### src/rtl/fetch_pkg.sv
// Shared types and constants for the instruction fetch stage.
package fetch_pkg;

   localparam int INSTR_W = 16;
   localparam logic [4:0] HALT_OPC_DEF = 5'b00000;
   localparam logic [INSTR_W-1:0] NOP_INSTR_DEF = 16'h0800;

   typedef enum logic [1:0] {
      FETCH  = 2'd0,
      WAIT   = 2'd1,
      HOLD   = 2'd2,
      HALTED = 2'd3
   } fetch_state_e;

   function automatic logic is_halt(input logic [INSTR_W-1:0] word, input logic [4:0] opc);
      return word[INSTR_W-1:INSTR_W-5] == opc;
   endfunction

endpackage

### src/rtl/fetch_skid_buf.sv
// One-entry {instr, PCPlus2} holding register used while decode stalls.
module fetch_skid_buf
   import fetch_pkg::*;
(
   input  logic               clk,
   input  logic               rst,
   input  logic               wr,
   input  logic [INSTR_W-1:0] wr_instr,
   input  logic [15:0]        wr_pc2,
   input  logic               rd,
   input  logic               clr,
   output logic               full,
   output logic [INSTR_W-1:0] rd_instr,
   output logic [15:0]        rd_pc2
);

   always_ff @(posedge clk or posedge rst) begin
      if (rst) begin
         full     <= 1'b0;
         rd_instr <= '0;
         rd_pc2   <= '0;
      end else if (clr) begin
         full <= 1'b0;
      end else if (wr) begin
         full     <= 1'b1;
         rd_instr <= wr_instr;
         rd_pc2   <= wr_pc2;
      end else if (rd) begin
         full <= 1'b0;
      end
   end

endmodule

### src/rtl/fetch_unit.sv
// Instruction fetch stage: owns the PC, talks to a stalling instruction memory
// and fills the IF/ID register, with a skid entry for decode stalls.
module fetch_unit
   import fetch_pkg::*;
#(
   parameter logic [15:0]        RESET_PC  = 16'h0000,
   parameter logic [INSTR_W-1:0] NOP_INSTR = NOP_INSTR_DEF,
   parameter logic [4:0]         HALT_OPC  = HALT_OPC_DEF
) (
   input  logic               clk,
   input  logic               rst,
   input  logic               stall,
   input  logic               redirect,
   input  logic [15:0]        redirectPC,
   output logic               imemReq,
   output logic [15:0]        imemAddr,
   input  logic               imemStall,
   input  logic               imemDone,
   input  logic [INSTR_W-1:0] imemData,
   output logic [INSTR_W-1:0] instr,
   output logic [15:0]        PCPlus2,
   output logic               instrValid,
   output logic               halted,
   output logic               err
);

   fetch_state_e state, state_n;
   logic [15:0]        pc, pc_n, pc_inc;
   logic               kill, kill_n;
   logic [INSTR_W-1:0] instr_n;
   logic [15:0]        pc2_n;
   logic               valid_n;
   logic               consume, loadable, accept;
   logic               buf_wr, buf_rd, buf_clr, buf_full;
   logic [INSTR_W-1:0] buf_instr;
   logic [15:0]        buf_pc2;

   assign pc_inc   = pc + 16'd2;
   assign consume  = instrValid & ~stall;
   assign loadable = ~instrValid | consume;
   assign imemReq  = (state == FETCH) & ~redirect & ~rst;
   assign imemAddr = pc;
   assign accept   = imemReq & ~imemStall;
   assign halted   = (state == HALTED);

   always_comb begin
      state_n = state;
      pc_n    = pc;
      kill_n  = kill;
      instr_n = instr;
      pc2_n   = PCPlus2;
      valid_n = instrValid;
      buf_wr  = 1'b0;
      buf_rd  = 1'b0;
      buf_clr = 1'b0;

      if (consume) begin
         valid_n = 1'b0;
         instr_n = NOP_INSTR;
      end

      if (redirect) begin
         pc_n    = redirectPC;
         valid_n = 1'b0;
         instr_n = NOP_INSTR;
         buf_clr = 1'b1;
         // A read still in flight must be dropped when it eventually returns.
         if (state == WAIT && !imemDone) begin
            state_n = WAIT;
            kill_n  = 1'b1;
         end else begin
            state_n = FETCH;
            kill_n  = 1'b0;
         end
      end else begin
         case (state)
            FETCH: if (accept) state_n = WAIT;
            WAIT: begin
               if (imemDone) begin
                  if (kill) begin
                     kill_n  = 1'b0;
                     state_n = FETCH;
                  end else if (loadable) begin
                     instr_n = imemData;
                     pc2_n   = pc_inc;
                     valid_n = 1'b1;
                     pc_n    = pc_inc;
                     state_n = is_halt(imemData, HALT_OPC) ? HALTED : FETCH;
                  end else begin
                     buf_wr  = 1'b1;
                     pc_n    = pc_inc;
                     state_n = HOLD;
                  end
               end
            end
            HOLD: begin
               if (loadable && buf_full) begin
                  instr_n = buf_instr;
                  pc2_n   = buf_pc2;
                  valid_n = 1'b1;
                  buf_rd  = 1'b1;
                  state_n = is_halt(buf_instr, HALT_OPC) ? HALTED : FETCH;
               end
            end
            default: ;
         endcase
      end
   end

   always_ff @(posedge clk or posedge rst) begin
      if (rst) begin
         state      <= FETCH;
         pc         <= RESET_PC;
         kill       <= 1'b0;
         instr      <= NOP_INSTR;
         PCPlus2    <= 16'h0000;
         instrValid <= 1'b0;
         err        <= 1'b0;
      end else begin
         state      <= state_n;
         pc         <= pc_n;
         kill       <= kill_n;
         instr      <= instr_n;
         PCPlus2    <= pc2_n;
         instrValid <= valid_n;
         // Read data can only legitimately arrive while a request is outstanding.
         if (imemDone && state != WAIT) err <= 1'b1;
      end
   end

   fetch_skid_buf u_skid (
      .clk      (clk),
      .rst      (rst),
      .wr       (buf_wr),
      .wr_instr (imemData),
      .wr_pc2   (pc_inc),
      .rd       (buf_rd),
      .clr      (buf_clr),
      .full     (buf_full),
      .rd_instr (buf_instr),
      .rd_pc2   (buf_pc2)
   );

endmodule

### config.mk
export PLATFORM = sky130hd
export DESIGN_NAME = fetch_unit
export DESIGN_NICKNAME = d
export VERILOG_FILES = /design/src/rtl/fetch_pkg.sv /design/src/rtl/fetch_skid_buf.sv /design/src/rtl/fetch_unit.sv
export SDC_FILE = /design/constraint.sdc
export NUM_CORES = 1
export LEC_CHECK = 0
export CAP_MARGIN = 10
export CELL_PAD_IN_SITES_DETAIL_PLACEMENT = 1
export CELL_PAD_IN_SITES_GLOBAL_PLACEMENT = 2
export CORE_MARGIN = 4
export CORE_UTILIZATION = 31
export CTS_CLUSTER_DIAMETER = 120
export DETAILED_ROUTE_END_ITERATION = 10
export PLACE_DENSITY = 0.8
export SETUP_SLACK_MARGIN = 0.05
export SYNTH_ARGS = -nofsm -noshare
export SYNTH_HDL_FRONTEND = slang
export SYNTH_SLANG_ARGS = --single-unit
### constraint.sdc
create_clock -name clk -period 3.7 [get_ports clk]
set_input_delay 0.37 -clock clk [delete_from_list [all_inputs] [get_ports clk]]
set_output_delay 0.37 -clock clk [all_outputs]
set_load 0.1 [all_outputs]
==> results.rst <==
.. list-table::
   :header-rows: 1

   * - Metric
     - Value
   * - Share of the cycle needed by the critical path after routing
     - 72.5%
   * - Estimated wirelength of the detail-placed design
     - just over 9000 um
   * - Worst setup slack after layout
     - between 1 and 1.5 ns
   * - Total of buffers placed on input and output ports
     - between 80 and 90
   * - Instance count after placement with tap cells included
     - approximately 690
   * - Cells traversed along the worst timing path
     - inv_1 > ha_1 > inv_1 > a21oi_1 > buf_4 > or3_1 > mux2_2
   * - Worst endpoint required time
     - 3.92 ns
   * - Total vias in the final route
     - 3682
   * - Core ar.
     - around 0.013 mm2
   * - Crit path largest cell delay
     - between 0.5 and 0.6 ns
   * - Mapped Avg Cell Area
     - between 9 and 10 um2
   * - WP buf/inv
     - 3
   * - Number of optimization iterations in the first detailed-route pass
     - 4
   * - CTS resizes
     - 0
   * - Max Buffers Root-to-Sink
     - 2
   * - Height of the die
     - ~130 um
   * - Final RePlAce weighted congestion
     - approximately 0.77
   * - Detailed-route wire length per cell
     - approximately 18 um
   * - Worst clock skew
     - 0.0103 ns
   * - Min-Delay Startpoint
     - err
   * - Max-capacitance violation count
     - 0
   * - Critical-path maximum fanout
     - 16
   * - Final Hold Violating Endpoints
     - 0
   * - Worst Setup Path Type
     - register to register
   * - LEAKAGE
     - between 2 and 2.5 nW
   * - Number of nets in the final layout
     - ~570
   * - Level count of the clock H-tree
     - 3
   * - Most frequent cell on the critical path
     - sky130_fd_sc_hd__inv_1
   * - Initial standard-cell utilization of the core
     - a little under a third
   * - Overall die width
     - roughly 130 um
   * - CTS Buf Count
     - 9
   * - Setup crit start kind
     - register
   * - Clock-pin slew on the worst setup and hold paths
     - roughly 0.060 ns
   * - Slowest library cell on the worst path
     - sky130_fd_sc_hd__or3_1
   * - Total number of yosys warnings
     - 0
   * - Worst hold path type
     - register to register
   * - Most frequent cells in the layout
     - sky130_fd_sc_hd__nand2_1 (95), sky130_fd_sc_hd__clkdlybuf4s50_1 (88), sky130_fd_sc_hd__dfrtp_1 (85), sky130_fd_sc_hd__o21ai_0 (30), sky130_fd_sc_hd__nor2_1 (19)
   * - Clock tree from TritonCTS
     - built
   * - Count of final max-slew check failures
     - 0
   * - Unrepaired setup endpoints after global routing
     - false
   * - Arrival time of the worst setup path
     - ~2.9 ns
   * - I/O pin count
     - 90
   * - Power density over the cells
     - approximately 660 mW/mm2
   * - Total of endpoints with negative setup slack in the final report
     - 0
   * - Primary flip-flop cell chosen by synthesis mapping
     - sky130_fd_sc_hd__dfrtp_1
   * - Avg Vias per Cell
     - a little over 5
   * - CTS Root Buffer Type
     - sky130_fd_sc_hd__clkbuf_16
   * - Post-synthesis net count
     - a little under 500
   * - Post-synthesis sequential area ratio
     - a little over 50%
   * - Proportion of register bits with asynchronous set or reset after synthesis
     - between 90% and 100%
   * - Worst setup path startpoint
     - state[0]
   * - Number of buffers inserted by hold repair at cts
     - 0
   * - Cell count after synthesis
     - between 400 and 500
   * - CTS sink count
     - between 80 and 90
   * - Total Wirelength
     - 12900 um
   * - Initial antenna violation count
     - 0
   * - Number of DRC markers after the initial detailed-route iteration
     - 176
   * - Antenna Cells
     - 0
   * - Wire length of the first global-routing pass
     - 21900 um
   * - Time the worst path needs with I/O delays and setup
     - ~2.7 ns
   * - Final standard cell count with taps included and fillers excluded
     - about 700
   * - Total congestion overflow after global routing
     - 0
   * - Largest net degree at the start of global routing
     - between 80 and 90
   * - Largest voltage drop on the vdd net
     - around 0.29 mV
   * - Seq cells post-synth
     - 86
   * - Post-synthesis instance area
     - 0.00427 mm2
   * - Setup_tns
     - 0 ns
   * - Worst reg2reg path startpoint
     - state[0]
   * - Post-layout utilization of the core
     - a little over two fifths
   * - Number of enable-type register cells in the synthesized netlist
     - 0
   * - Max_slew headroom
     - approximately a third
   * - Clock latency on the worst-skew pair
     - 0.34 ns
   * - Slew at the pin with the worst max-slew slack
     - between 0.9 and 1 ns
   * - Setup slack after placement
     - approximately 1 ns
   * - Synth cell types
     - 50
   * - Via count of the first global-routing pass
     - approximately 4000
   * - Die area
     - ~0.016 mm2
   * - Most frequent standard cell in the layout excluding fill and tap cells
     - sky130_fd_sc_hd__nand2_1
   * - Outcome
     - completed
   * - Kind of end point of the critical path
     - register
   * - Family with the most delay on the worst path
     - buffers and inverters
   * - Sum of internal, switching and leakage power
     - around 3.7 mW
   * - Total Routing Usage GR
     - approximately 17%
   * - Antenna violation net count after detailed routing
     - 0
   * - Signed area change from the synthesized netlist to the final layout
     - 32.7%
   * - Number of placement rows
     - 42
   * - DRC errors left
     - 0
   * - Share of layout cells above drive strength 1
     - about a tenth
   * - Achievable clock frequency
     - 0.373 GHz
   * - Number of setup buffers added after CTS
     - 0
[final timing paths]
| check | endpoint | slack, ns | cells past startpoint |
|---|---|---|---|
| worst min-delay path | err | 0.47 | 1 |
| worst max-delay path | PCPlus2[4] | 1.02 | 7 |
| worst min register to register | err | 0.47 | 1 |
| worst max register to register | PCPlus2[4] | 1.02 | 7 |
| max in group asynchronous | imemAddr[1] | 2.58 | 4 |
| min in group asynchronous | u_skid.rd_instr[12] | 0.50 | 3 |
[power breakdown]
group          leakage (nW)  total (mW)  internal (mW)  switching, mW
logic                  1.02        1.65          0.428           1.22
registers              1.13        1.21           1.08          0.127
clock network         0.127       0.865          0.475          0.389
[sequential cells by signal, summed over array words and instances, names as in the netlist]
| signal | count |
|---|---|
| instr | 16 |
| kill | 1 |
| PCPlus2 | 16 |
| u_skid.full | 1 |
| u_skid.rd_pc2 | 16 |
| instrValid | 1 |
| err | 1 |
| state | 2 |
| imemAddr | 16 |
| u_skid.rd_instr | 16 |
[stage by stage]
stage	hold slack [ns]	area, um2
final	0.467	5660
after global routing	0.491	5660
after CTS	0.478	5630
after detailed placement	0.460	5350
after global placement	0.449	5350
after floorplan	0.440	4270
[layout make-up]
type | instances | area (um2)
clock inverter | 6 | 47.5
sequential | 86 | 2150
timing repair buffer | 102 | 1020
fill | 1530 | 7690
inverter | 12 | 46.3
clock buffer | 10 | 239
tap | 176 | 220
multi-input combinational | 317 | 1930
[synth_stat cells (2+ instances only)]
library cell,instances,area [um2]
sky130_fd_sc_hd__or3_1,5,31.3
sky130_fd_sc_hd__a31oi_1,6,37.5
sky130_fd_sc_hd__dfrtp_1,85,2130
sky130_fd_sc_hd__nor2b_1,2,12.5
sky130_fd_sc_hd__xnor2_1,17,149
sky130_fd_sc_hd__nor4_1,10,62.6
sky130_fd_sc_hd__nor3_1,10,50.1
sky130_fd_sc_hd__mux2_2,12,135
sky130_fd_sc_hd__inv_1,12,45.0
sky130_fd_sc_hd__a21oi_1,4,20.0
sky130_fd_sc_hd__ha_1,5,62.6
sky130_fd_sc_hd__a221oi_1,2,17.5
sky130_fd_sc_hd__clkbuf_1,26,97.6
sky130_fd_sc_hd__o211ai_1,6,45.0
sky130_fd_sc_hd__or4_1,4,30.0
sky130_fd_sc_hd__o221ai_1,3,26.3
sky130_fd_sc_hd__buf_2,4,20.0
sky130_fd_sc_hd__o32ai_1,2,17.5
sky130_fd_sc_hd__a22oi_1,16,120
sky130_fd_sc_hd__nor2_1,19,71.3
sky130_fd_sc_hd__o31a_1,4,35.0
sky130_fd_sc_hd__nand2b_1,5,31.3
sky130_fd_sc_hd__nand4_1,3,18.8
sky130_fd_sc_hd__o31ai_1,8,60.1
sky130_fd_sc_hd__and2_1,2,12.5
sky130_fd_sc_hd__buf_4,2,15.0
sky130_fd_sc_hd__xor2_1,2,17.5
sky130_fd_sc_hd__mux2i_1,2,20.0
sky130_fd_sc_hd__o2bb2ai_1,15,131
sky130_fd_sc_hd__o21ai_0,30,150
sky130_fd_sc_hd__a311o_1,2,20.0
sky130_fd_sc_hd__nand2_1,95,357
sky130_fd_sc_hd__nand3_1,11,55.1
[per-layer routing]
layer	track usage (%)	share of wire, %	up-vias
li1	-	-	1748
met1	23.5	47	1862
met2	28.2	50	63
met3	2.77	2.5	9
met4	5.74	1.1	0
met5	0	0	-
[cell families after synthesis]
| kind of cell | after synthesis | synth area share, % |
|---|---|---|
| simple gates | 174 | 18.9 |
| compound gates | 105 | 17.3 |
| flops | 86 | 50.5 |
| buf+inv | 45 | 4.28 |
| xor+xnor | 19 | 3.90 |
| mux | 14 | 3.64 |
| fa+ha+maj | 5 | 1.47 |
No activity file was read; power rests on OpenSTA's default activity.
